`config.mk`:
```
export PLATFORM = sky130hd
export DESIGN_NAME = rom_download_sdram_writer
export DESIGN_NICKNAME = d
export VERILOG_FILES = /design/src/rtl/rom_dl_pkg.sv /design/src/rtl/dl_word_fifo.sv /design/src/rtl/rom_download_sdram_writer.sv
export SDC_FILE = /design/constraint.sdc
export NUM_CORES = 1
export LEC_CHECK = 0
export CAP_MARGIN = 20
export CORE_MARGIN = 1.5
export CORE_UTILIZATION = 28
export DETAILED_ROUTE_END_ITERATION = 7
export DONT_BUFFER_PORTS = 1
export PLACE_DENSITY = 0.44
export SLEW_MARGIN = 10
export SYNTH_ARGS = -nofsm -noshare
export SYNTH_HDL_FRONTEND = slang
export SYNTH_HIERARCHICAL = 1
export SYNTH_SLANG_ARGS = --single-unit
export TNS_END_PERCENT = 1
```
`constraint.sdc`:
```
create_clock -name clk_sys -period 9.2 [get_ports clk_sys]
set_input_delay 1.38 -clock clk_sys [delete_from_list [all_inputs] [get_ports clk_sys]]
set_output_delay 1.38 -clock clk_sys [all_outputs]
set_load 0.03 [all_outputs]
```
`src/rtl/rom_dl_pkg.sv`:
```
// Shared types for the ROM download writer: FSM encodings and the buffered
// SDRAM word-write entry, plus the byte-address to port/word-address routing.
package rom_dl_pkg;

    typedef enum logic [1:0] {L_IDLE, L_LOAD, L_DRAIN, L_DONE} loader_state_t;
    typedef enum logic {D_IDLE, D_WAIT} disp_state_t;

    typedef struct packed {
        logic        port2;
        logic [22:0] a;
        logic [1:0]  ds;
        logic [15:0] d;
    } wr_entry_t;

    // Graphics words are addressed relative to the start of the graphics region.
    function automatic wr_entry_t make_entry(input logic [24:0] addr,
                                             input logic [24:0] gfx_base,
                                             input logic [1:0]  ds,
                                             input logic [15:0] d);
        wr_entry_t e;
        e.port2 = (addr >= gfx_base);
        e.a     = e.port2 ? (addr[23:1] - gfx_base[23:1]) : addr[23:1];
        e.ds    = ds;
        e.d     = d;
        return e;
    endfunction

endpackage

```
`src/rtl/dl_word_fifo.sv`:
```
// Word-write buffer: registered write, show-ahead read. A write while full is
// only taken when a read frees the head slot in the same cycle.
module dl_word_fifo
    import rom_dl_pkg::*;
#(
    parameter int DEPTH = 4
)(
    input  logic      clk_sys,
    input  logic      reset_n,
    input  logic      wr_en,
    input  wr_entry_t wr_data,
    input  logic      rd_en,
    output wr_entry_t rd_data,
    output logic      full,
    output logic      empty
);

    localparam int AW = $clog2(DEPTH);

    wr_entry_t  mem [DEPTH];
    logic [AW:0] wr_ptr;
    logic [AW:0] rd_ptr;
    logic        do_wr;
    logic        do_rd;

    assign empty   = (wr_ptr == rd_ptr);
    assign full    = (wr_ptr[AW] != rd_ptr[AW]) && (wr_ptr[AW-1:0] == rd_ptr[AW-1:0]);
    assign do_rd   = rd_en && !empty;
    assign do_wr   = wr_en && (!full || do_rd);
    assign rd_data = mem[rd_ptr[AW-1:0]];

    always_ff @(posedge clk_sys or negedge reset_n) begin
        if (!reset_n) begin
            wr_ptr <= '0;
            rd_ptr <= '0;
        end else begin
            if (do_wr) wr_ptr <= wr_ptr + 1'b1;
            if (do_rd) rd_ptr <= rd_ptr + 1'b1;
        end
    end

    always_ff @(posedge clk_sys) begin
        if (do_wr) mem[wr_ptr[AW-1:0]] <= wr_data;
    end

endmodule

```
`src/rtl/rom_download_sdram_writer.sv`:
```
// Pairs ROM download bytes into 16-bit words, buffers them, and writes them to
// SDRAM port 1 (CPU ROM) or port 2 (graphics ROM); reports completion and core reset.
module rom_download_sdram_writer
    import rom_dl_pkg::*;
#(
    parameter int          FIFO_DEPTH = 4,
    parameter logic [24:0] GFX_BASE   = 25'h10000,
    parameter logic [7:0]  ROM_INDEX  = 8'h00
)(
    input  logic        clk_sys,
    input  logic        reset_n,
    input  logic        ioctl_downl,
    input  logic        ioctl_wr,
    input  logic [7:0]  ioctl_index,
    input  logic [24:0] ioctl_addr,
    input  logic [7:0]  ioctl_dout,
    input  logic        ext_reset,
    output logic        port1_req,
    input  logic        port1_ack,
    output logic [22:0] port1_a,
    output logic [1:0]  port1_ds,
    output logic [15:0] port1_d,
    output logic        port1_we,
    output logic        port2_req,
    input  logic        port2_ack,
    output logic [22:0] port2_a,
    output logic [1:0]  port2_ds,
    output logic [15:0] port2_d,
    output logic        port2_we,
    output logic        rom_loaded,
    output logic        core_reset,
    output logic        overflow,
    output logic [1:0]  dbg_loader_state,
    output logic        dbg_disp_state
);

    loader_state_t l_state;
    disp_state_t   d_state;
    logic          wr_d, downl_d;
    logic          index_ok, accept, dl_rise, dl_fall, flush, drained;
    logic          pend_valid;
    logic [24:0]   pend_addr;
    logic [7:0]    pend_lo;
    logic          push_valid, hold_valid, pair;
    wr_entry_t     push_entry, hold_entry, stale_e, new_e, head;
    logic          fifo_rd, fifo_full, fifo_empty, sel2, sel_idle;

    assign index_ok = (ioctl_index == ROM_INDEX);
    assign accept   = ioctl_wr && !wr_d && ioctl_downl && index_ok;
    assign dl_rise  = ioctl_downl && !downl_d && index_ok;
    assign dl_fall  = !ioctl_downl && downl_d;
    assign flush    = (l_state == L_LOAD) && dl_fall;
    assign drained  = fifo_empty && (d_state == D_IDLE) && !pend_valid && !push_valid && !hold_valid;

    assign dbg_loader_state = l_state;
    assign dbg_disp_state   = d_state;

    always_comb begin
        pair    = pend_valid && (pend_addr[24:1] == ioctl_addr[24:1]);
        stale_e = make_entry(pend_addr, GFX_BASE, 2'b01, {8'h00, pend_lo});
        new_e   = make_entry(ioctl_addr, GFX_BASE, pair ? 2'b11 : 2'b10,
                             {ioctl_dout, pair ? pend_lo : 8'h00});
    end

    // Assembler: a lone odd byte behind a stale pending byte needs two pushes,
    // so the second one waits one cycle in the hold register.
    always_ff @(posedge clk_sys or negedge reset_n) begin
        if (!reset_n) begin
            wr_d       <= 1'b0;
            downl_d    <= 1'b0;
            pend_valid <= 1'b0;
            pend_addr  <= '0;
            pend_lo    <= '0;
            push_valid <= 1'b0;
            push_entry <= '0;
            hold_valid <= 1'b0;
            hold_entry <= '0;
        end else begin
            wr_d       <= ioctl_wr;
            downl_d    <= ioctl_downl;
            push_valid <= 1'b0;
            hold_valid <= 1'b0;
            if (hold_valid) begin
                push_valid <= 1'b1;
                push_entry <= hold_entry;
            end else if (accept) begin
                if (!ioctl_addr[0]) begin
                    push_valid <= pend_valid;
                    push_entry <= stale_e;
                    pend_valid <= 1'b1;
                    pend_addr  <= ioctl_addr;
                    pend_lo    <= ioctl_dout;
                end else begin
                    pend_valid <= 1'b0;
                    push_valid <= 1'b1;
                    if (pair || !pend_valid) begin
                        push_entry <= new_e;
                    end else begin
                        push_entry <= stale_e;
                        hold_valid <= 1'b1;
                        hold_entry <= new_e;
                    end
                end
            end else if (flush) begin
                push_valid <= pend_valid;
                push_entry <= stale_e;
                pend_valid <= 1'b0;
            end
        end
    end

    dl_word_fifo #(.DEPTH(FIFO_DEPTH)) u_fifo (
        .clk_sys (clk_sys),
        .reset_n (reset_n),
        .wr_en   (push_valid),
        .wr_data (push_entry),
        .rd_en   (fifo_rd),
        .rd_data (head),
        .full    (fifo_full),
        .empty   (fifo_empty)
    );

    // Port handshake: a write is issued by toggling portN_req with a/d/ds already
    // valid; the SDRAM completes it by making portN_ack equal to portN_req.
    assign fifo_rd  = (d_state == D_IDLE) && !fifo_empty;
    assign sel_idle = sel2 ? (port2_ack == port2_req) : (port1_ack == port1_req);

    always_ff @(posedge clk_sys or negedge reset_n) begin
        if (!reset_n) begin
            d_state   <= D_IDLE;
            sel2      <= 1'b0;
            port1_req <= 1'b0;
            port1_a   <= '0;
            port1_ds  <= '0;
            port1_d   <= '0;
            port2_req <= 1'b0;
            port2_a   <= '0;
            port2_ds  <= '0;
            port2_d   <= '0;
        end else begin
            case (d_state)
                D_IDLE: if (!fifo_empty) begin
                    d_state <= D_WAIT;
                    sel2    <= head.port2;
                    if (head.port2) begin
                        port2_a   <= head.a;
                        port2_ds  <= head.ds;
                        port2_d   <= head.d;
                        port2_req <= ~port2_req;
                    end else begin
                        port1_a   <= head.a;
                        port1_ds  <= head.ds;
                        port1_d   <= head.d;
                        port1_req <= ~port1_req;
                    end
                end
                D_WAIT: if (sel_idle) d_state <= D_IDLE;
                default: d_state <= D_IDLE;
            endcase
        end
    end

    always_ff @(posedge clk_sys or negedge reset_n) begin
        if (!reset_n) begin
            l_state    <= L_IDLE;
            rom_loaded <= 1'b0;
            overflow   <= 1'b0;
            port1_we   <= 1'b0;
            port2_we   <= 1'b0;
            core_reset <= 1'b1;
        end else begin
            core_reset <= ext_reset | ~rom_loaded;
            if (push_valid && fifo_full && !fifo_rd) overflow <= 1'b1;
            case (l_state)
                L_LOAD: if (dl_fall) l_state <= L_DRAIN;
                L_IDLE, L_DRAIN, L_DONE: begin
                    if (dl_rise) begin
                        l_state    <= L_LOAD;
                        rom_loaded <= 1'b0;
                        overflow   <= 1'b0;
                        port1_we   <= 1'b1;
                        port2_we   <= 1'b1;
                    end else if (l_state == L_DRAIN && drained) begin
                        l_state    <= L_DONE;
                        rom_loaded <= 1'b1;
                        port1_we   <= 1'b0;
                        port2_we   <= 1'b0;
                    end
                end
                default: l_state <= L_IDLE;
            endcase
        end
    end

endmodule

```
==> impl_metrics.ini, run 1 <==
[setup_path]
cp.arrival_ns = 4.53
crit_required_ns = 9.64
setup_crit_end_kind = flip-flop
worst_setup_path_start_kind = flip-flop
worstSetupPathType = reg -> reg
crit_path_max_fanout = 45

[cts]
max-clock-path-buffers = 3
worst_skew_pair.late_latency_ns = 0.57
cts_hold_buf = 0
ctsHtreeMaxLevel = 2
cts_resized = 0
cts.repair_timing.setup_buffer_count = 0
tritoncts_num_sinks = 387
clock_tree.root_cell = sky130_fd_sc_hd__clkbuf_16
cts_buffers = 45
cts_tree = built
cts.clk_slew.worst_paths_ns = 0.06

[pwr]
cellInternalPower_w = 0.00323
power_density_nw_per_um2 = 262
switching_share = 0.310
vdd.ir_drop.worst_v = 0.000132
seq_power_share = 0.514
share_comb_of_total_power = 0.126
leakage_power_nw = 6.56
clock_power_share = 0.361
totalPowerFinal_w = 0.00468
p_sw_w = 0.00145

[synth]
synth_seq_area_share = 0.674
synthDistinctLibCells = 66
synth_largest_type_area_fraction = 0.349
synth_edf_count = 168
avgSynthCellArea_sq_um = 16.2
syn-instance-count = 967
ys_seq_elements = 387
postSynthNetCount = 1023
synth_top_flop_cell = sky130_fd_sc_hd__dfrtp_1
synth-async-reset-ratio = 0.566
synth_top_area_cell = sky130_fd_sc_hd__dfrtp_1
synth_area_leaders = sky130_fd_sc_hd__dfrtp_1, sky130_fd_sc_hd__edfxtp_1, sky130_fd_sc_hd__mux2_2
synth_area_sq_um = 15600
ys_warns = 6

[placement]
pre_cts_ws_ns = 5.09
half_perimeter_wire_length_after_placement_mm = 23.1
placement.io_buffers = 0
routabilityCongestion = 0.757
place.detailed.instances = 1678

[sta]
fin_skew_ns = 0.0169
layout_setup_ws_ns = 5.11
setup_viol_count_final = 0
finalHoldViolations = 0
rsz0062_at_grt = no
max_slew_margin = 0.390
tns_ns = 0
min_period_over_period = 0.444
post-route-min-period_ns = 4.09
slew_violations = 0
fmax_mhz = 245
worst_pin_slew_ns = 0.915

[detailed_routing]
pre_antenna_drt_iters = 4
detailroute.via_count = 8299
wirelength_mm = 36.9
route.detailed.wl_per_inst_microns = 20.9
drc_errors = 0
ant_nets = 0
viasPerCell = 4.71
detailedRoute.firstIterationViolations = 448

[floorplan]
chipHeight_microns = 239
initial_utilization = 0.283
num_rows = 86
coreArea_sq_um = 55100
die-area_sq_um = 57200
die_width_microns = 239
floorplan.io_pins = 140

[grt]
residual_overflow_from_global_routing = 0
grt_pass1_vias = 8534
track_usage = 0.131
grt_first_pass_wirelength_mm = 56.4
largest_net_degree_at_the_start_of_global_routing = 220
antenna_violations_before_repair = 0

[final_layout]
finish.utilization = 0.324
drive_above_1_share = 0.282
nets = 1033
filler_cell_count = 5373
area.growth.synth_to_final_pct = 14.3
multiInputGateArea_sq_um = 4800
layout.cells.non_filler = 1763
seq_area_sq_um = 10500

[job]
maxCapViolCount = 0

[min_path]
hold_class = reg -> reg

[status]
status = completed
-- worst paths after layout --
| path | startpoint | end | slack (ns) | cells past startpoint |
|---|---|---|---|---|
| worst max-delay path | u_fifo/rd_ptr[1] | port1_d[12] | 5.11 | 8 |
| worst min-delay path | hold_entry[17] | hold_entry[17] | 0.48 | 1 |
| worst max register to register | u_fifo/rd_ptr[1] | port1_d[12] | 5.11 | 8 |
| worst min register to register | hold_entry[17] | hold_entry[17] | 0.48 | 1 |
| max in group asynchronous | reset_n | core_reset | 8.26 | 0 |
| min in group asynchronous | reset_n | push_entry[27] | 0.51 | 0 |
-- cell families after synthesis --
group / synth area share
AOI/OAI and AO/OA: 0.0548
xor gates and xnor gates: 0.0212
adders and majority gates: 0.00641
buffers and inverters: 0.0205
DFF: 0.674
muxes: 0.170
and+or+nand+nor: 0.0535
-- cell type report --
type / count / area share
Inverter: 23 / 0.00483
Tap cell: 748 / 0.0524
Clock inverter: 25 / 0.00911
Timing Repair Buffer: 14 / 0.00589
Antenna cell: 1 / 0.000140
Multi-Input combinational cell: 506 / 0.269
Clock buffer: 59 / 0.0689
Sequential cell: 387 / 0.590
-- stage by stage --
stage / hold WS (ns) / instance area [sq um]
floorplan: 0.436 / 15600
global placement: 0.451 / 16500
detailed placement: 0.453 / 16500
CTS: 0.473 / 17900
global route: 0.485 / 17900
finish: 0.480 / 17900
-- routing by layer --
| layer | track usage | vias up | routed length (microns) | share of wire |
|---|---|---|---|---|
| met4 | 0.0422 | 0 | 728 | 0.020 |
| li1 | - | 3734 | - | - |
| met3 | 0.0371 | 53 | 2410 | 0.065 |
| met2 | 0.193 | 188 | 16100 | 0.44 |
| met1 | 0.187 | 4324 | 17600 | 0.48 |
| met5 | 0 | - | 0 | 0 |
-- cell usage after synthesis, types with 7 or more instances --
master                     number
sky130_fd_sc_hd__nand4_1        8
sky130_fd_sc_hd__buf_2         19
sky130_fd_sc_hd__nand3_1       23
sky130_fd_sc_hd__nor3_1         7
sky130_fd_sc_hd__and2_1        11
sky130_fd_sc_hd__mux2i_1        8
sky130_fd_sc_hd__nand2_1       42
sky130_fd_sc_hd__a21o_1        12
sky130_fd_sc_hd__o211ai_1      18
sky130_fd_sc_hd__edfxtp_1     168
sky130_fd_sc_hd__xnor2_1       30
sky130_fd_sc_hd__dfrtp_1      218
sky130_fd_sc_hd__nor2_1        27
sky130_fd_sc_hd__a22o_1         8
sky130_fd_sc_hd__mux4_2        42
sky130_fd_sc_hd__a222oi_1       9
sky130_fd_sc_hd__ha_1           8
sky130_fd_sc_hd__a22oi_1       22
sky130_fd_sc_hd__inv_1         23
sky130_fd_sc_hd__nor4_1        10
sky130_fd_sc_hd__clkbuf_1      26
sky130_fd_sc_hd__mux2_2       142
-- flip-flops by register name, summed over array words and instances, names as in the netlist, 8 cells and up --
signal,count
hold_entry,42
port1_d,16
port2_d,16
push_entry,42
port1_a,23
u_fifo/mem,168
pend_lo,8
port2_a,23
pend_addr,24
-- layout by cell type (no fill, tap or decap), drive strengths merged, types with 12 or more instances in the layout --
| cell type | count |
|---|---|
| clkinv | 22 |
| a21o | 12 |
| mux2 | 144 |
| nor2 | 28 |
| inv | 23 |
| xnor2 | 30 |
| dfrtp | 218 |
| edfxtp | 168 |
| nand2 | 42 |
| nand3 | 23 |
| a22oi | 22 |
| clkbuf | 59 |
| buf | 14 |
| mux4 | 42 |
| o211ai | 18 |
-- power by group through the flow --
| stage | registers, W | logic [W] | clock network, W |
|---|---|---|---|
| global route | 0.00243 | 0.000649 | 0.00182 |
| CTS | 0.00241 | 0.000607 | 0.00175 |
| floorplan | 0.00239 | 0.000494 | 0 |
| global placement | 0.00244 | 0.000599 | 0 |
| detailed placement | 0.00244 | 0.000606 | 0 |
| finish | 0.00240 | 0.000588 | 0.00169 |
-- worst max-delay path: stages, from the launching register on --
cell	delay, ns
sky130_fd_sc_hd__dfrtp_2	0.33
sky130_fd_sc_hd__buf_4	0.58
sky130_fd_sc_hd__xor2_1	0.72
sky130_fd_sc_hd__nor3_1	0.14
sky130_fd_sc_hd__nor2_1	0.58
sky130_fd_sc_hd__inv_1	0.26
sky130_fd_sc_hd__nor2_4	0.43
sky130_fd_sc_hd__buf_4	0.49
sky130_fd_sc_hd__mux2_2	0.39
(Power assumes the default switching activity.)
==> run 2: changes to the inputs <==
==> constraint.sdc (replaced) <==
create_clock -name clk_sys -period 3.8 [get_ports clk_sys]
set_input_delay 0.57 -clock clk_sys [delete_from_list [all_inputs] [get_ports clk_sys]]
set_output_delay 0.57 -clock clk_sys [all_outputs]
set_load 0.03 [all_outputs]
==> impl_metrics.ini, run 2 (same netlist as run 1, synthesis figures left out) <==
[detailed_routing]
pre_antenna_drt_iters = 5
ant_nets = 0
route.detailed.wl_per_inst_microns = 20.8
wirelength_mm = 36.7
detailedRoute.firstIterationViolations = 511
viasPerCell = 4.69
detailroute.via_count = 8264
drc_errors = 0

[final_layout]
drive_above_1_share = 0.285
filler_cell_count = 5397
layout_common_cells = sky130_fd_sc_hd__dfrtp_1, sky130_fd_sc_hd__edfxtp_1, sky130_fd_sc_hd__mux2_2
number_of_flip_flops_under_the_largest_register_name = 168
area.growth.synth_to_final_pct = 15.1
diodes = 0
nets = 1037
leading_cell_type_in_the_layout_fill_and_taps_excluded = sky130_fd_sc_hd__dfrtp_1

[job]
maxCapViolCount = 0

[grt]
grt_pass1_vias = 8587
grt_first_pass_wirelength_mm = 56.1
largest_net_degree_at_the_start_of_global_routing = 220
track_usage = 0.131
residual_overflow_from_global_routing = 0
antenna_violations_before_repair = 0

[setup_path]
crit_required_ns = 4.24
worstSetupPathType = reg -> reg
cp.arrival_ns = 3.20
crit_path_max_fanout = 30
worst_setup_path_start_kind = flip-flop
setup_crit_end_kind = flip-flop

[cts]
cts_resized = 0
worst_skew_pair.late_latency_ns = 0.57
cts.repair_timing.setup_buffer_count = 0
tritoncts_num_sinks = 387
max-clock-path-buffers = 3
ctsHtreeMaxLevel = 2
cts_tree = built
clock_tree.root_cell = sky130_fd_sc_hd__clkbuf_16
cts.clk_slew.worst_paths_ns = 0.06
cts_hold_buf = 2
cts_buffers = 43

[floorplan]
coreArea_sq_um = 55100
die-area_sq_um = 57200
die_width_microns = 239
chipHeight_microns = 239
num_rows = 86
floorplan.io_pins = 140
initial_utilization = 0.283

[placement]
routabilityCongestion = 0.755
placement.io_buffers = 0
half_perimeter_wire_length_after_placement_mm = 23.4

[sta]
max_slew_margin = 0.271
hold-worst-slack_ns = -0.293
fin_skew_ns = 0.0254
fmax_mhz = 361
tns_ns = 0
worst_pin_slew_ns = 1.09
rsz0062_at_grt = no
min_period_over_period = 0.729
slew_violations = 0
setup_viol_count_final = 0
finalHoldViolations = 218
post-route-min-period_ns = 2.77

[pwr]
leakage_power_nw = 6.61
share_comb_of_total_power = 0.130
switching_share = 0.306
seq_power_share = 0.513
clock_power_share = 0.358
cellInternalPower_w = 0.00789
power_density_nw_per_um2 = 632
p_sw_w = 0.00347
vdd.ir_drop.worst_v = 0.000271

[status]
failed_checks = negative hold slack
status = finished, violations left

[min_path]
hold_class = in -> async
-- run 2: metrics by stage --
stage	cell area [sq um]	setup WS [ns]	util	power (W)	cells
after floorplan	15600	0.839	-	0.00697	967
after global placement	16600	0.823	0.301	0.00741	1682
after detailed placement	16600	0.859	0.301	0.00743	1682
after CTS	18000	1.00	0.326	0.0116	1762
after global routing	18000	0.829	0.326	0.0119	1762
final	18000	1.03	0.326	0.0114	1762
-- run 2: worst paths after layout --
path,start,to,slack (ns),cells past startpoint
worst min-delay path,reset_n,pend_addr[23],-0.29,0
max in group asynchronous,reset_n,port2_d[10],3.60,0
worst min register to register,hold_entry[17],hold_entry[17],0.47,1
min in group clk_sys,ext_reset,core_reset,0.11,1
worst max register to register,u_fifo/wr_ptr[2],port1_d[12],1.03,8
worst max-delay path,u_fifo/wr_ptr[2],port1_d[12],1.03,8
-- run 2: layout make-up --
type | instances | area [sq um] | share of cell area
flip-flops and latches | 387 | 10500 | 0.586
repair buffers | 20 | 230 | 0.0128
clock inverters | 17 | 115 | 0.00641
clock buffers | 61 | 1270 | 0.0705
inverters | 23 | 86.3 | 0.00480
well taps | 748 | 936 | 0.0521
multi-input cells | 506 | 4800 | 0.267
-- run 2: critical path, cell delays in order, from the launching register on --
cell and delay, ns:
sky130_fd_sc_hd__dfrtp_1 0.44, sky130_fd_sc_hd__xor2_1 0.36, sky130_fd_sc_hd__nor3_1 0.13, sky130_fd_sc_hd__nor2_1 0.27, sky130_fd_sc_hd__buf_4 0.22, sky130_fd_sc_hd__inv_1 0.11, sky130_fd_sc_hd__nor2_4 0.42, sky130_fd_sc_hd__buf_12 0.28
sky130_fd_sc_hd__mux2_2 0.37
-- run 2: routing by layer --
metal,vias up,share of wire,track usage
met3,53,0.064,0.0348
met2,172,0.44,0.194
li1,3716,-,-
met1,4323,0.47,0.184
met4,0,0.024,0.0462
met5,-,0,0
-- run 2: power groups by stage --
stage	clock, W	combinational, W	sequential (W)
after floorplan	0	0.00120	0.00578
after global placement	0	0.00150	0.00591
after detailed placement	0	0.00151	0.00592
after CTS	0.00422	0.00152	0.00584
after global routing	0.00439	0.00162	0.00588
final	0.00406	0.00147	0.00583
==> run 3: changes to the inputs <==
==> constraint.sdc (replaced) <==
create_clock -name clk_sys -period 2.65 [get_ports clk_sys]
set_input_delay 0.3975 -clock clk_sys [delete_from_list [all_inputs] [get_ports clk_sys]]
set_output_delay 0.3975 -clock clk_sys [all_outputs]
set_load 0.03 [all_outputs]
==> impl_metrics.ini, run 3 (same netlist as run 1, synthesis figures left out) <==
[sta]
fmax_mhz = 419
setup_viol_count_final = 0
slew_violations = 0
tns_ns = 0
fin_skew_ns = 0.0244
rsz0062_at_grt = no
layout_setup_ws_ns = 0.266
max_slew_margin = 0.377
finalHoldViolations = 219
post-route-min-period_ns = 2.38
worst_pin_slew_ns = 0.935
min_period_over_period = 0.900
hold-worst-slack_ns = -0.467

[cts]
clock_tree.root_cell = sky130_fd_sc_hd__clkbuf_16
cts_resized = 0
max-clock-path-buffers = 3
cts.repair_timing.setup_buffer_count = 0
cts_tree = built
ctsHtreeMaxLevel = 2
cts_buffers = 45
cts.clk_slew.worst_paths_ns = 0.06
cts_hold_buf = 36
worst_skew_pair.late_latency_ns = 0.58
tritoncts_num_sinks = 387

[grt]
grt_first_pass_wirelength_mm = 58.1
grt_pass1_vias = 8923
track_usage = 0.135
antenna_violations_before_repair = 2
residual_overflow_from_global_routing = 0
largest_net_degree_at_the_start_of_global_routing = 220

[setup_path]
crit_path_top_delay_cell = sky130_fd_sc_hd__or4_4
worst_setup_path_start_kind = flip-flop
crit_required_ns = 2.92
cp.arrival_ns = 2.65
crit_path_max_fanout = 27
setup_crit_end_kind = flip-flop
cp_cell_sequence = xor2_1, nor3_2, nor2_1, or4_4, and3_2, buf_4
worstSetupPathType = reg -> reg
timing.critical_path.slowest_cell_delay_ns = 0.56

[final_layout]
leading_cell_type_in_the_layout_fill_and_taps_excluded = sky130_fd_sc_hd__dfrtp_1
finish.utilization = 0.337
diodes = 0
filler_cell_count = 5391
nets = 1085
drive_above_1_share = 0.290
seq_area_sq_um = 10500
number_of_flip_flops_under_the_largest_register_name = 168
multiInputGateArea_sq_um = 4840
layout_common_cells = sky130_fd_sc_hd__dfrtp_1, sky130_fd_sc_hd__edfxtp_1, sky130_fd_sc_hd__mux2_2
area.growth.synth_to_final_pct = 18.8

[min_path]
hold_class = in -> async

[floorplan]
chipHeight_microns = 239
die_width_microns = 239
initial_utilization = 0.283
die-area_sq_um = 57200
num_rows = 86
floorplan.io_pins = 140
coreArea_sq_um = 55100

[detailed_routing]
detailedRoute.firstIterationViolations = 570
detailroute.via_count = 8597
ant_nets = 0
wirelength_mm = 37.9
route.detailed.wl_per_inst_microns = 20.9
viasPerCell = 4.74
pre_antenna_drt_iters = 5
drc_errors = 0

[placement]
routabilityCongestion = 0.751
pre_cts_ws_ns = 0.275
half_perimeter_wire_length_after_placement_mm = 23.6
placement.io_buffers = 0

[status]
status = finished, violations left
failed_checks = negative hold slack

[pwr]
power_density_nw_per_um2 = 903
vdd.ir_drop.worst_v = 0.000426
leakage_power_nw = 6.84

[job]
maxCapViolCount = 0
## run 3: changes by cell type in the layout (fill, tap and decap cells not counted), moves of 2 or more
cell,previous run,this run
sky130_fd_sc_hd__bufinv_16,1,3
sky130_fd_sc_hd__clkbuf_8,6,4
sky130_fd_sc_hd__dlygate4sd3_1,2,36
sky130_fd_sc_hd__clkbuf_1,9,13
sky130_fd_sc_hd__clkinv_1,7,3
sky130_fd_sc_hd__clkinvlp_4,2,7
sky130_fd_sc_hd__buf_4,12,23
sky130_fd_sc_hd__clkinv_8,0,2
sky130_fd_sc_hd__clkinv_2,6,3
## run 3: power by group
group          internal (W)  switching, W
sequential          0.00681       0.00155
combinational       0.00115       0.00107
clock               0.00363       0.00253
total                0.0116       0.00516
## run 3: per-layer routing
layer | share of wire | up-vias | GRT usage
met4 | 0.018 | 2 | 0.0357
met2 | 0.45 | 209 | 0.205
met5 | 0.00018 | - | 0
met1 | 0.48 | 4510 | 0.192
met3 | 0.055 | 54 | 0.0319
li1 | - | 3822 | -
## run 3: critical path: cells and delay by family, from the launching register on
family,cells,cell delay (ns)
flip-flops,1,0.43
buffers and inverters,1,0.26
XOR/XNOR,1,0.23
AND/OR/NAND/NOR,4,1.14
## run 3: cell type report
class / instances / share of cell area
Sequential cell: 387 / 0.568
Multi-Input combinational cell: 506 / 0.261
Clock buffer: 63 / 0.0676
Tap cell: 748 / 0.0504
Timing Repair Buffer: 66 / 0.0363
Clock inverter: 21 / 0.0123
Inverter: 23 / 0.00486
## run 3: final timing paths
path	startpoint	end	slack, ns	cells after the start
min in group clk_sys	ioctl_addr[21]	hold_entry[38]	0.06	3
hold / removal	reset_n	pend_addr[12]	-0.47	0
setup reg to reg	u_fifo/wr_ptr[2]	u_fifo/mem[2][30]	0.27	6
hold reg to reg	hold_entry[17]	hold_entry[17]	0.47	1
max in group asynchronous	reset_n	core_reset	2.67	0
setup / recovery	u_fifo/wr_ptr[2]	u_fifo/mem[2][30]	0.27	6
## run 3: per-stage QoR
step                total power (W)  cell area [sq um]  cells
floorplan                    0.0101              15700    967
global placement             0.0107              16700   1694
detailed placement           0.0107              16700   1694
CTS                          0.0171              18600   1814
global route                 0.0175              18600   1814
finish                       0.0167              18600   1814
